`config.mk`:
```
export PLATFORM = sky130hd
export DESIGN_NAME = march_bist
export DESIGN_NICKNAME = d
export VERILOG_FILES = /design/src/rtl/march_bist.sv
export SDC_FILE = /design/constraint.sdc
export NUM_CORES = 1
export LEC_CHECK = 0
export CAP_MARGIN = 25
export CORE_UTILIZATION = 55
export DETAILED_ROUTE_END_ITERATION = 16
export GPL_TIMING_DRIVEN = 0
export PLACE_DENSITY = 0.86
export RECOVER_POWER = 50
export SLEW_MARGIN = 40
export SYNTH_ARGS = -nofsm -noshare
export SYNTH_HDL_FRONTEND = slang
export SYNTH_SLANG_ARGS = --single-unit
```
`constraint.sdc`:
```
create_clock -name clk -period 4.8 [get_ports clk]
set_input_delay 0.96 -clock clk [delete_from_list [all_inputs] [get_ports clk]]
set_output_delay 0.96 -clock clk [all_outputs]
set_load 0.005 [all_outputs]
```
`src/rtl/march_bist.sv`:
```
// March C- / MATS+ memory BIST controller with a functional bypass path.
// While idle the SRAM port follows the functional port. A run walks the
// selected march algorithm one operation per cycle, compares each read one
// cycle later and records the first failure plus a saturating failure count.
module march_bist #(
    parameter int DATA_W = 4,
    parameter int ADDR_W = 8,
    parameter int CNT_W  = 8
) (
    input  logic              clk,
    input  logic              rst,
    input  logic              start,
    input  logic              mode,
    input  logic              stop_on_fail,
    input  logic [DATA_W-1:0] bg,
    input  logic              func_we,
    input  logic [ADDR_W-1:0] func_addr,
    input  logic [DATA_W-1:0] func_wdata,
    output logic [DATA_W-1:0] func_rdata,
    output logic              mem_we,
    output logic [ADDR_W-1:0] mem_addr,
    output logic [DATA_W-1:0] mem_wdata,
    input  logic [DATA_W-1:0] mem_rdata,
    output logic              busy,
    output logic              done,
    output logic              pass,
    output logic              fail,
    output logic [ADDR_W-1:0] fail_addr,
    output logic [2:0]        fail_elem,
    output logic [DATA_W-1:0] fail_syn,
    output logic [CNT_W-1:0]  fail_cnt
);

    typedef enum logic [1:0] {S_IDLE, S_RUN, S_DRAIN, S_DONE} state_t;

    state_t state, state_nx;

    // Latched run configuration
    logic              mode_q, sof_q;
    logic [DATA_W-1:0] bg_q;

    // March position: element, address, operation within the element
    logic [2:0]        elem_q;
    logic [ADDR_W-1:0] addr_q;
    logic              op_q;

    // Read pipeline: expectation registered with the read, checked next cycle
    logic              rd_vld;
    logic [DATA_W-1:0] rd_exp;
    logic [ADDR_W-1:0] rd_addr;
    logic [2:0]        rd_elem;

    logic              fail_q;
    logic [CNT_W-1:0]  cnt_q;

    // Element decode
    logic       el_two, el_rv, el_rd1, el_down;
    logic [2:0] last_elem;
    logic       op_rd, op_val, last_op, addr_end, run_end, miscmp, stop;
    logic [DATA_W-1:0] op_data;

    // Down-counting elements: C- elements 3,4; MATS+ element 2
    function automatic logic is_down(input logic m, input logic [2:0] e);
        return m ? (e == 3'd2) : (e == 3'd3 || e == 3'd4);
    endfunction

    // Decode the current element into op count, first-op value and kind.
    // Two-op elements are always (rV, w~V); single-op elements are w0 or r0.
    always_comb begin
        el_two    = 1'b0;
        el_rv     = 1'b0;
        el_rd1    = 1'b0;
        last_elem = mode_q ? 3'd2 : 3'd5;
        if (!mode_q) begin
            case (elem_q)
                3'd1, 3'd3: el_two = 1'b1;
                3'd2, 3'd4: begin el_two = 1'b1; el_rv = 1'b1; end
                3'd5:       el_rd1 = 1'b1;
                default:    ;
            endcase
        end else begin
            case (elem_q)
                3'd1:    el_two = 1'b1;
                3'd2:    begin el_two = 1'b1; el_rv = 1'b1; end
                default: ;
            endcase
        end
        el_down  = is_down(mode_q, elem_q);
        op_rd    = el_two ? !op_q : el_rd1;
        op_val   = el_two ? (op_q ? !el_rv : el_rv) : 1'b0;
        op_data  = op_val ? ~bg_q : bg_q;
        last_op  = !el_two || op_q;
        addr_end = el_down ? (addr_q == '0) : (addr_q == '1);
        run_end  = last_op && addr_end && (elem_q == last_elem);
        miscmp   = rd_vld && (mem_rdata != rd_exp);
        stop     = miscmp && sof_q;
    end

    // Next-state logic
    always_comb begin
        state_nx = state;
        case (state)
            S_IDLE:  if (start) state_nx = S_RUN;
            S_RUN:   if (stop || run_end) state_nx = S_DRAIN;
            S_DRAIN: state_nx = S_DONE;
            S_DONE:  if (!start) state_nx = S_IDLE;
            default: state_nx = S_IDLE;
        endcase
    end

    // State register
    always_ff @(posedge clk or negedge rst) begin
        if (!rst) state <= S_IDLE;
        else      state <= state_nx;
    end

    // Configuration latch and march position counters
    always_ff @(posedge clk or negedge rst) begin
        if (!rst) begin
            mode_q <= 1'b0;
            sof_q  <= 1'b0;
            bg_q   <= '0;
            elem_q <= '0;
            addr_q <= '0;
            op_q   <= 1'b0;
        end else if (state == S_IDLE && start) begin
            mode_q <= mode;
            sof_q  <= stop_on_fail;
            bg_q   <= bg;
            elem_q <= '0;
            addr_q <= '0;
            op_q   <= 1'b0;
        end else if (state == S_RUN && !stop && !run_end) begin
            if (!last_op) begin
                op_q <= 1'b1;
            end else begin
                op_q <= 1'b0;
                if (addr_end) begin
                    elem_q <= elem_q + 3'd1;
                    addr_q <= is_down(mode_q, elem_q + 3'd1) ? '1 : '0;
                end else if (el_down) begin
                    addr_q <= addr_q - ADDR_W'(1);
                end else begin
                    addr_q <= addr_q + ADDR_W'(1);
                end
            end
        end
    end

    // Read pipeline register
    always_ff @(posedge clk or negedge rst) begin
        if (!rst) begin
            rd_vld  <= 1'b0;
            rd_exp  <= '0;
            rd_addr <= '0;
            rd_elem <= '0;
        end else begin
            rd_vld  <= (state == S_RUN) && op_rd;
            rd_exp  <= op_data;
            rd_addr <= addr_q;
            rd_elem <= elem_q;
        end
    end

    // Failure status: sticky flag, saturating count, first-failure capture
    always_ff @(posedge clk or negedge rst) begin
        if (!rst) begin
            fail_q    <= 1'b0;
            cnt_q     <= '0;
            fail_addr <= '0;
            fail_elem <= '0;
            fail_syn  <= '0;
        end else if (state == S_IDLE && start) begin
            fail_q    <= 1'b0;
            cnt_q     <= '0;
            fail_addr <= '0;
            fail_elem <= '0;
            fail_syn  <= '0;
        end else if (miscmp) begin
            fail_q <= 1'b1;
            if (cnt_q != '1) cnt_q <= cnt_q + CNT_W'(1);
            if (!fail_q) begin
                fail_addr <= rd_addr;
                fail_elem <= rd_elem;
                fail_syn  <= rd_exp ^ mem_rdata;
            end
        end
    end

    assign busy       = (state == S_RUN) || (state == S_DRAIN);
    assign done       = (state == S_DONE);
    assign pass       = done && !fail_q;
    assign fail       = fail_q;
    assign fail_cnt   = cnt_q;
    assign func_rdata = mem_rdata;

    // SRAM port mux: functional path whenever the BIST is not busy
    assign mem_we    = busy ? ((state == S_RUN) && !op_rd) : func_we;
    assign mem_addr  = busy ? addr_q  : func_addr;
    assign mem_wdata = busy ? op_data : func_wdata;

endmodule

```
Word level (Yosys, flattened, before mapping)
Cells that the tools add are included.

storage, ports and cells
  register bits after elaboration = 60
  logic and storage cells = 128
  input port bits = 26
  output and inout bits = 44

cells by class
  eq/ne operators = 19
  multiplexer cells = 50
  reduce and logical (&&, ||, !) cells = 37
  bitwise logic cells = 2
  add/sub/neg operators = 4

operators by type and width
  cell                                                                    number
  8-bit two-way mux                                                       13
  3-bit two-way mux                                                       8
  1-bit two-way mux                                                       20
  4-bit two-way mux                                                       5
  8-bit by 1-bit adder with 8-bit output (second input constant)          2
  3-bit by 2-bit equality test with 1-bit output (second input constant)  4
  1-bit logical AND                                                       10
  2-bit nonzero test                                                      5
  3-bit equality test (second input constant)                             3
  8-bit equality test (second input constant)                             1
  8-bit logical NOT                                                       1
  8-bit inequality test (second input constant)                           1
  2-bit one-hot mux with 4 select lines                                   1
  8-bit by 1-bit subtractor with 8-bit output (second input constant)     1
  1-bit logical NOT                                                       7
  2-bit two-way mux                                                       3
  2-bit inequality test (second input constant)                           3
  2-bit AND reduction                                                     3
  3-bit AND reduction                                                     2
  1-bit logical OR                                                        5
  2-bit equality test (second input constant)                             2
  4-bit inequality test                                                   1
  4-bit NOT                                                               1
  2-bit OR reduction                                                      2
  other kinds (8)                                                         8

Longest topological paths before layout
Gate-level depths: netlist (run 1).

  depth in word-level cells = 12
  gate-level depth with buffers = 12
  gate-level depth less buffers = 12

Worst setup path after synthesis (run 1)
OpenSTA, ideal clock, no wires.

  kind = reg2out
  start = register elem_q[0]
  end = output mem_wdata[0]
  path buffers = 0
  arrival = 1790 ps
  stages on the path, launching flop included = 8
  required time = 3840 ps
  setup slack = 2050 ps
  path through = dfrtp_1 > inv_1 > ha_1 > inv_1 > o21ai_0 > mux2i_1 > xor2_1 > mux2_2

between the ends
  word-level cells in the longest chain between the ends = 9
  elaborated cells on any way between the ends = 18
  those cells by class = 4 x eq/ne; 10 x mux; 4 x reduce/logical

RTL lines
  item                                                                                          RTL line  text
  start, declared                                                                               43        logic [2:0] elem_q;
  start signal, assigned                                                                        139       elem_q <= elem_q + 3'd1;
  3-bit by 2-bit equality test with 1-bit output / 3-bit equality test (equally long branches)  75, 82
  2-bit OR reduction                                                                            75        case (elem_q)
  1-bit two-way mux                                                                             75
  1-bit two-way mux                                                                             74        if (!mode_q) begin
  1-bit logical NOT                                                                             90        op_val = el_two ? (op_q ? !el_rv : el_rv) : 1'b0;
  1-bit two-way mux                                                                             90
  1-bit two-way mux *                                                                           90
  4-bit two-way mux *                                                                           91        op_data = op_val ? ~bg_q : bg_q;
  via op_data[0]                                                                                60        logic [DATA_W-1:0] op_data;
  4-bit two-way mux *                                                                           200       assign mem_wdata = busy ? op_data : func_wdata;
  end, declared                                                                                 22        output logic [DATA_W-1:0] mem_wdata,

The timed path passes the listed nets; every way through them passes the cells marked *.

Final worst setup path (run 1)
  start = register state[0]
  end = output mem_wdata[0]

between the ends
  word-level cells in the longest chain between the ends = 3
  elaborated cells on any way between the ends = 4
  those cells by class = 2 x eq/ne; 1 x mux; 1 x reduce/logical

RTL lines
  item                                                                                          RTL line  text
  start, declared                                                                               36        state_t state, state_nx;
  start signal, assigned                                                                        114       else state <= state_nx;
  2-bit by 1-bit equality test with 1-bit output / 2-bit equality test (equally long branches)  190       assign busy = (state == S_RUN) || (state == S_DRAIN);
  1-bit logical OR *                                                                            190
  4-bit two-way mux *                                                                           200

Mark *: on every way between the ends. The rest lies on a longest branch, timed or not.

==> impl_results.md, run 1 <==
* EDFF count, synth at 0
* Core footprint at roughly 0.0055 sq mm
* PortBufs at between 60 and 70
* Crit path launch: state[0]$_DFFE_PN0P_
* Clock H-tree levels at 3
* Post-synth top flop: dfrtp_1
* Vias in the first global route at 2472
* Tot Pwr at 2.04 mW
* Fmax at around 250 MHz
* Pwr/cell area at 494 mW/mm^2
* Post-CTS Hold Fix Bufs at 0
* Slew @ Worst Pin at 1650 ps
* Tot GR Track Use at 0.269
* Routability Congestion at 0.825
* Hold Fails Final Rpt at 0
* Synth Register Bits at 60
* Root Buffer: clkbuf_8
* Area occupied by multi-input gates at 0.00153 sq mm
* First-pass GRT wire length at 12.2 mm
* Max-Cap Viols at 2
* FF-to-FF End: addr_q[7]$_DFFE_PN0P_
* Slew Limit Fails at 63
* FF-to-FF path depth at 11
* Crit-path max FO at 10
* Post-synth top area share at 0.474
* Iteration count of the initial detailed-routing pass at 6
* Height of the die at 77.9 um
* Chip width at 77.9 um
* Arrival time worst endpoint at 2960 ps
* Final setup viols at 0
* Layout Nets at 415
* Max VDD drop at approximately 0.38 mV
* Syn Inst Count at 289
* Overflow after GRT at 0
* Failing checks: max-capacitance violations, max-slew violations
* Status: finished, violations left
* DRC Markers at 0
* Clk_lat worst skew at 330 ps
* Largest net degree at the start of global routing at 32
* Fraction of the cycle the final worst path needs at 0.817
* DP Wirelength at 5.31 mm
* RSZ-0062 raised after global routing: no
* Post-synth cell types at 56
* Die Area at 0.00607 sq mm
* Net Count, Synth at 334
* Starting Density at 0.572
* Fin Setup TNS at 0 ps
* Slew margin rel. at -0.103
* Io pins at 70
* Final wirelength at 7.46 mm
* Hold path start: elem_q[2]$_DFFE_PN0P_
* Layout cells sized above 1 at 0.136
* Final min period at 3920 ps
* Layout filler cell count at 371
* Layout area overhead at 30.5%
* Clk sink count at 60
* Syn_area_per_cell at 11.0 sq um
* Mapped Area at 0.00317 sq mm
* Post-CTS Setup Inserts at 0
* Sequential share of the synthesized area at 0.474
* Hold path endpoint: rd_elem[2]$_DFF_PN0_
* TritonCTS Buffers at 9
* Worst Setup Start Kind: register
* Crit path required time at 3840 ps
* Worst-path clk slew at 70 ps
* CTS tree: done
* Critical path class: reg -> out
* Worst clock skew at 13.7 ps
* Inserted Diodes at 0
* Vias per cell at 5.64
* 1st-iter DRT viols at 166
* Detail-routed net length per standard cell at between 15 and 20 um
* Vias at 2520
* YS warnings at 0
* Leak Pwr at 1.90 nW
* Antenna viol nets, final at 0
* Hold depth at 0
* Bufs on Longest Clock Path at 2
* Initial antenna violation count at 0
* Top post-synthesis cells by area: dfrtp_1 47%, ha_1 7.1%, mux2_2 5.7%
* Row cnt at 27
* HP Class: reg -> reg
* Worst reg2reg path startpoint: elem_q[0]$_DFFE_PN0P_
* Area leader, netlist: dfrtp_1
* Seq. cell area at ~0.0015 sq mm
* Post_cts resized at 0
* Worst Setup End Kind: primary output
* Post-synth ARST share at 1.00
* R2R Setup Slk at 1730 ps
worst max-delay path by stage:
stage	end	slack, ps	cells after the start
final	mem_wdata[0]	880	6
after global routing	mem_wdata[3]	740	8
after CTS	mem_wdata[0]	880	6
after detailed placement	mem_wdata[2]	1270	8
after global placement	addr_q[6]$_DFFE_PN0P_	950	1
after floorplan	mem_wdata[0]	2050	7
layer usage:
layer,up-vias,share of wire,GRT usage
li1,1187,-,-
met1,1228,0.43,0.345
met2,92,0.50,0.450
met3,13,0.052,0.0576
met4,0,0.020,0.102
met5,-,0,0
critical path: stages (launching register included):
cell and delay, ps:
dfrtp_1 390, inv_1 100, ha_1 310, clkbuf_1 380, clkbuf_1 580, mux2_2 420
clkdlybuf4s50_1 450
layout by cell type (no fill, tap or decap), types with 9 or more instances in the layout:
cell type        synthesis  final
dfrtp_1                 60     60
nand2_1                 21     21
ha_1                    18     18
o21ai_0                 14     14
inv_1                   15     15
a22o_1                  15     15
clkbuf_1                 6      9
xor2_1                  13     13
nor2_1                  23     23
mux2_2                  16     16
clkbuf_8                 0     12
clkdlybuf4s50_1          0     62
cells by family after synthesis:
family                   share of synthesized area
AND/OR/NAND/NOR                              0.118
AO/OA/AOI/OAI                                0.145
flip-flops                                   0.474
buffers and inverters                       0.0423
multiplexers                                0.0900
XOR/XNOR                                    0.0525
adder cells (fa/ha/maj)                     0.0774
layout make-up:
type	instances	share of cell area
tap	72	0.0218
multi-input combinational	200	0.371
timing repair buffer	70	0.166
buffer	13	0.0179
clock buffer	13	0.0408
sequential	60	0.363
clock inverter	3	0.00484
inverter	16	0.0145
where the power goes:
| group | internal [mW] | switching (mW) |
|---|---|---|
| Clock | 0.229 | 0.194 |
| Sequential | 0.622 | 0.114 |
| Combinational | 0.478 | 0.404 |
flip-flops by register name, summed over array words and instances (netlist names):
register,flops
fail_elem,3
rd_elem,3
elem_q,3
mode_q,1
fail_cnt,8
addr_q,8
bg_q,4
state,2
op_q,1
fail,1
fail_syn,4
sof_q,1
rd_addr,8
rd_vld,1
rd_exp,4
fail_addr,8
through the flow:
stage | hold slack, ps | setup slack, ps | area (sq um) | utilization | instances
after floorplan | 349 | 2050 | 3170 | - | 289
after global routing | 378 | 743 | 4140 | 0.746 | 447
after detailed placement | 367 | 1270 | 3970 | 0.716 | 431
final | 365 | 878 | 4140 | 0.746 | 447
after global placement | 368 | 946 | 3950 | 0.713 | 430
after CTS | 366 | 881 | 4160 | 0.750 | 447
cell usage after synthesis, types with 2 or more instances:
cell and number:
o22ai_1 2, clkbuf_1 6, nand4_1 3, buf_4 4, dfrtp_1 60, a31oi_1 2, o21ai_0 14, nor2b_1 4
or3_1 4, ha_1 18, and2_1 2, nand3_1 4, inv_1 15, nor4_1 2, nor2_1 23, mux2_2 16
mux2i_1 8, o211ai_1 2, xor2_1 13, a22o_1 15, nand2_1 21, xnor2_1 6, nor3_1 2, a21oi_1 8
buf_2 2, and3_1 3
(Power assumes the default switching activity.)
==> run 2: changes to the inputs <==
- CORE_UTILIZATION: 55 -> 51
- PLACE_DENSITY: 0.86 -> 0.81
- clock period: 4.8 -> 4 ns (I/O delays scaled with it)
==> run 2 against run 1 <==
Net effect:
- the run still ends with max-capacitance violations, max-slew violations left
- power up 24%
- register-to-register slack got worse by 900 ps
- critical path depth is 2 higher
- first-iteration DRC count is 26% lower
- clock power rose by 46%
- via count decreased by 2.2%
- critical endpoint unchanged
==> impl_results.md, run 2 (synthesis results as in run 1) <==
* Max VDD drop at 0.357 mV
* Worst clock skew at ~11 ps
* Most common cell after layout, fill and taps aside: dfrtp_1
* DRC Markers at 0
* Clk sink count at 60
* Height of the die at 80.8 um
* Post-Route Utilization at 0.701
* Clock H-tree levels at 3
* Final setup viols at 0
* CP top delay family: multiplexers
* Crit path cell chain: inv_1, ha_1, inv_1, o21ai_0, mux2i_1, xor2_1, mux2_2, clkdlybuf4s50_1
* Post_cts resized at 0
* Worst-path clk slew at approximately 70 ps
* Commonest non-fill, non-tap cells in the layout: 60 x dfrtp_1, 59 x clkdlybuf4s50_1, 23 x nor2_1
* Layout area overhead at 31.8%
* Vias per cell at 5.48
* Detail Route met3 WL at 368 um
* WP buf/inv at 3
* Final wirelength at 7.10 mm
* Starting Density at 0.532
* Core footprint at 0.00596 sq mm
* CP max stage delay at 580 ps
* Overflow after GRT at 0
* Largest net degree at the start of global routing at 33
* Layout filler cell count at 444
* Bufs on Longest Clock Path at 2
* Crit path required time at 3200 ps
* Worst Setup End Kind: primary output
* Leak Pwr at roughly 1.9 nW
* Fraction of the cycle the final worst path needs at 0.948
* Vias at ~2500
* Tot GR Track Use at 0.244
* Final setup margin at between 200 and 250 ps
* Root Buffer: clkbuf_8
* Detail-routed net length per standard cell at 15.8 um
* Row cnt at 28
* First-pass GRT wire length at 11.6 mm
* Antenna viol nets, final at 0
* HP Class: reg -> reg
* DP Wirelength at 5.19 mm
* Status: finished, violations left
* Slew @ Worst Pin at 1660 ps
* Slew Limit Fails at 63
* Layout Nets at 415
* Hold Fails Final Rpt at 0
* Crit-path max FO at 7
* Post-CTS Setup Inserts at 0
* Max-Cap Viols at 2
* Pwr/cell area at 606 mW/mm^2
* Slew margin rel. at -0.109
* CTS tree: done
* Initial antenna violation count at 0
* Fmax at ~260 MHz
* Iteration count of the initial detailed-routing pass at 4
* Clk_lat worst skew at 350 ps
* Die Area at 0.00653 sq mm
* TritonCTS Buffers at 9
* Metal-1 WL at 3.28 mm
* Tot Pwr at 2.53 mW
* RSZ-0062 raised after global routing: no
* Final min period at 3790 ps
* CP max-delay cell: mux2i_1
* Io pins at 70
* Critical path class: reg -> out
* Layout cells sized above 1 at 0.139
* Top layer in use: met4
* 1st-iter DRT viols at 123
* Failing checks: max-capacitance violations, max-slew violations
* Vias in the first global route at 2334
* Post-CTS Hold Fix Bufs at 0
* Worst slack, placed at 590 ps
* PortBufs at 69
* CP most frequent cell: inv_1
* Final standard cell area without fillers at 0.00418 sq mm
* Chip width at 80.8 um
* Inserted Diodes at 0
* Dpl cell area at 0.00397 sq mm
* Fin Setup TNS at 0 ps
* Arrival time worst endpoint at 2990 ps
* Routability Congestion at 0.782
* Worst Setup Start Kind: register
* Routed wl met2 at 3.35 mm
==> run 2: cell types whose count changed in the layout (fill, tap and decap cells not counted), sizes merged <==
cell           delta
clkinvlp          -2
clkbuf            -3
dlygate4sd3       +3
bufinv            +2
clkinv            +3
clkdlybuf4s50     -3
==> run 2: power breakdown <==
part | switching, mW | internal [mW]
registers | 0.131 | 0.746
logic | 0.465 | 0.572
clock network | 0.250 | 0.367
total | 0.846 | 1.69
==> run 2: layer usage <==
metal,vias up,track usage
li1,1190,-
met1,1195,0.330
met2,72,0.375
met3,8,0.0629
met4,0,0.0964
met5,-,0
==> run 2: through the flow <==
stage	cells	hold WS, ps
CTS	450	385
detailed placement	434	372
global route	450	391
floorplan	289	349
finish	450	388
global placement	433	367
==> run 2: path summary, 6_finish.rpt <==
| kind | start | to | slack, ps | cells after the start |
|---|---|---|---|---|
| setup / recovery | elem_q[0]$_DFFE_PN0P_ | mem_wdata[0] | 210 | 8 |
| hold / removal | elem_q[2]$_DFFE_PN0P_ | rd_elem[2]$_DFF_PN0_ | 390 | 0 |
| setup reg to reg | elem_q[0]$_DFFE_PN0P_ | addr_q[6]$_DFFE_PN0P_ | 830 | 11 |
| hold reg to reg | elem_q[2]$_DFFE_PN0P_ | rd_elem[2]$_DFF_PN0_ | 390 | 0 |
| max in group asynchronous | rst | op_q$_DFFE_PN0P_ | 960 | 2 |
| min in group asynchronous | rst | fail_cnt[5]$_DFFE_PN0P_ | 870 | 1 |
==> run 2: area by class of cell <==
cell class | count | area [sq um] | area share
clock inverter | 6 | 87.6 | 0.0210
tap | 75 | 93.8 | 0.0225
buffer | 13 | 73.8 | 0.0177
sequential | 60 | 1500 | 0.360
timing repair buffer | 70 | 688 | 0.165
multi-input combinational | 200 | 1530 | 0.367
clock buffer | 10 | 138 | 0.0330
inverter | 16 | 60.1 | 0.0144
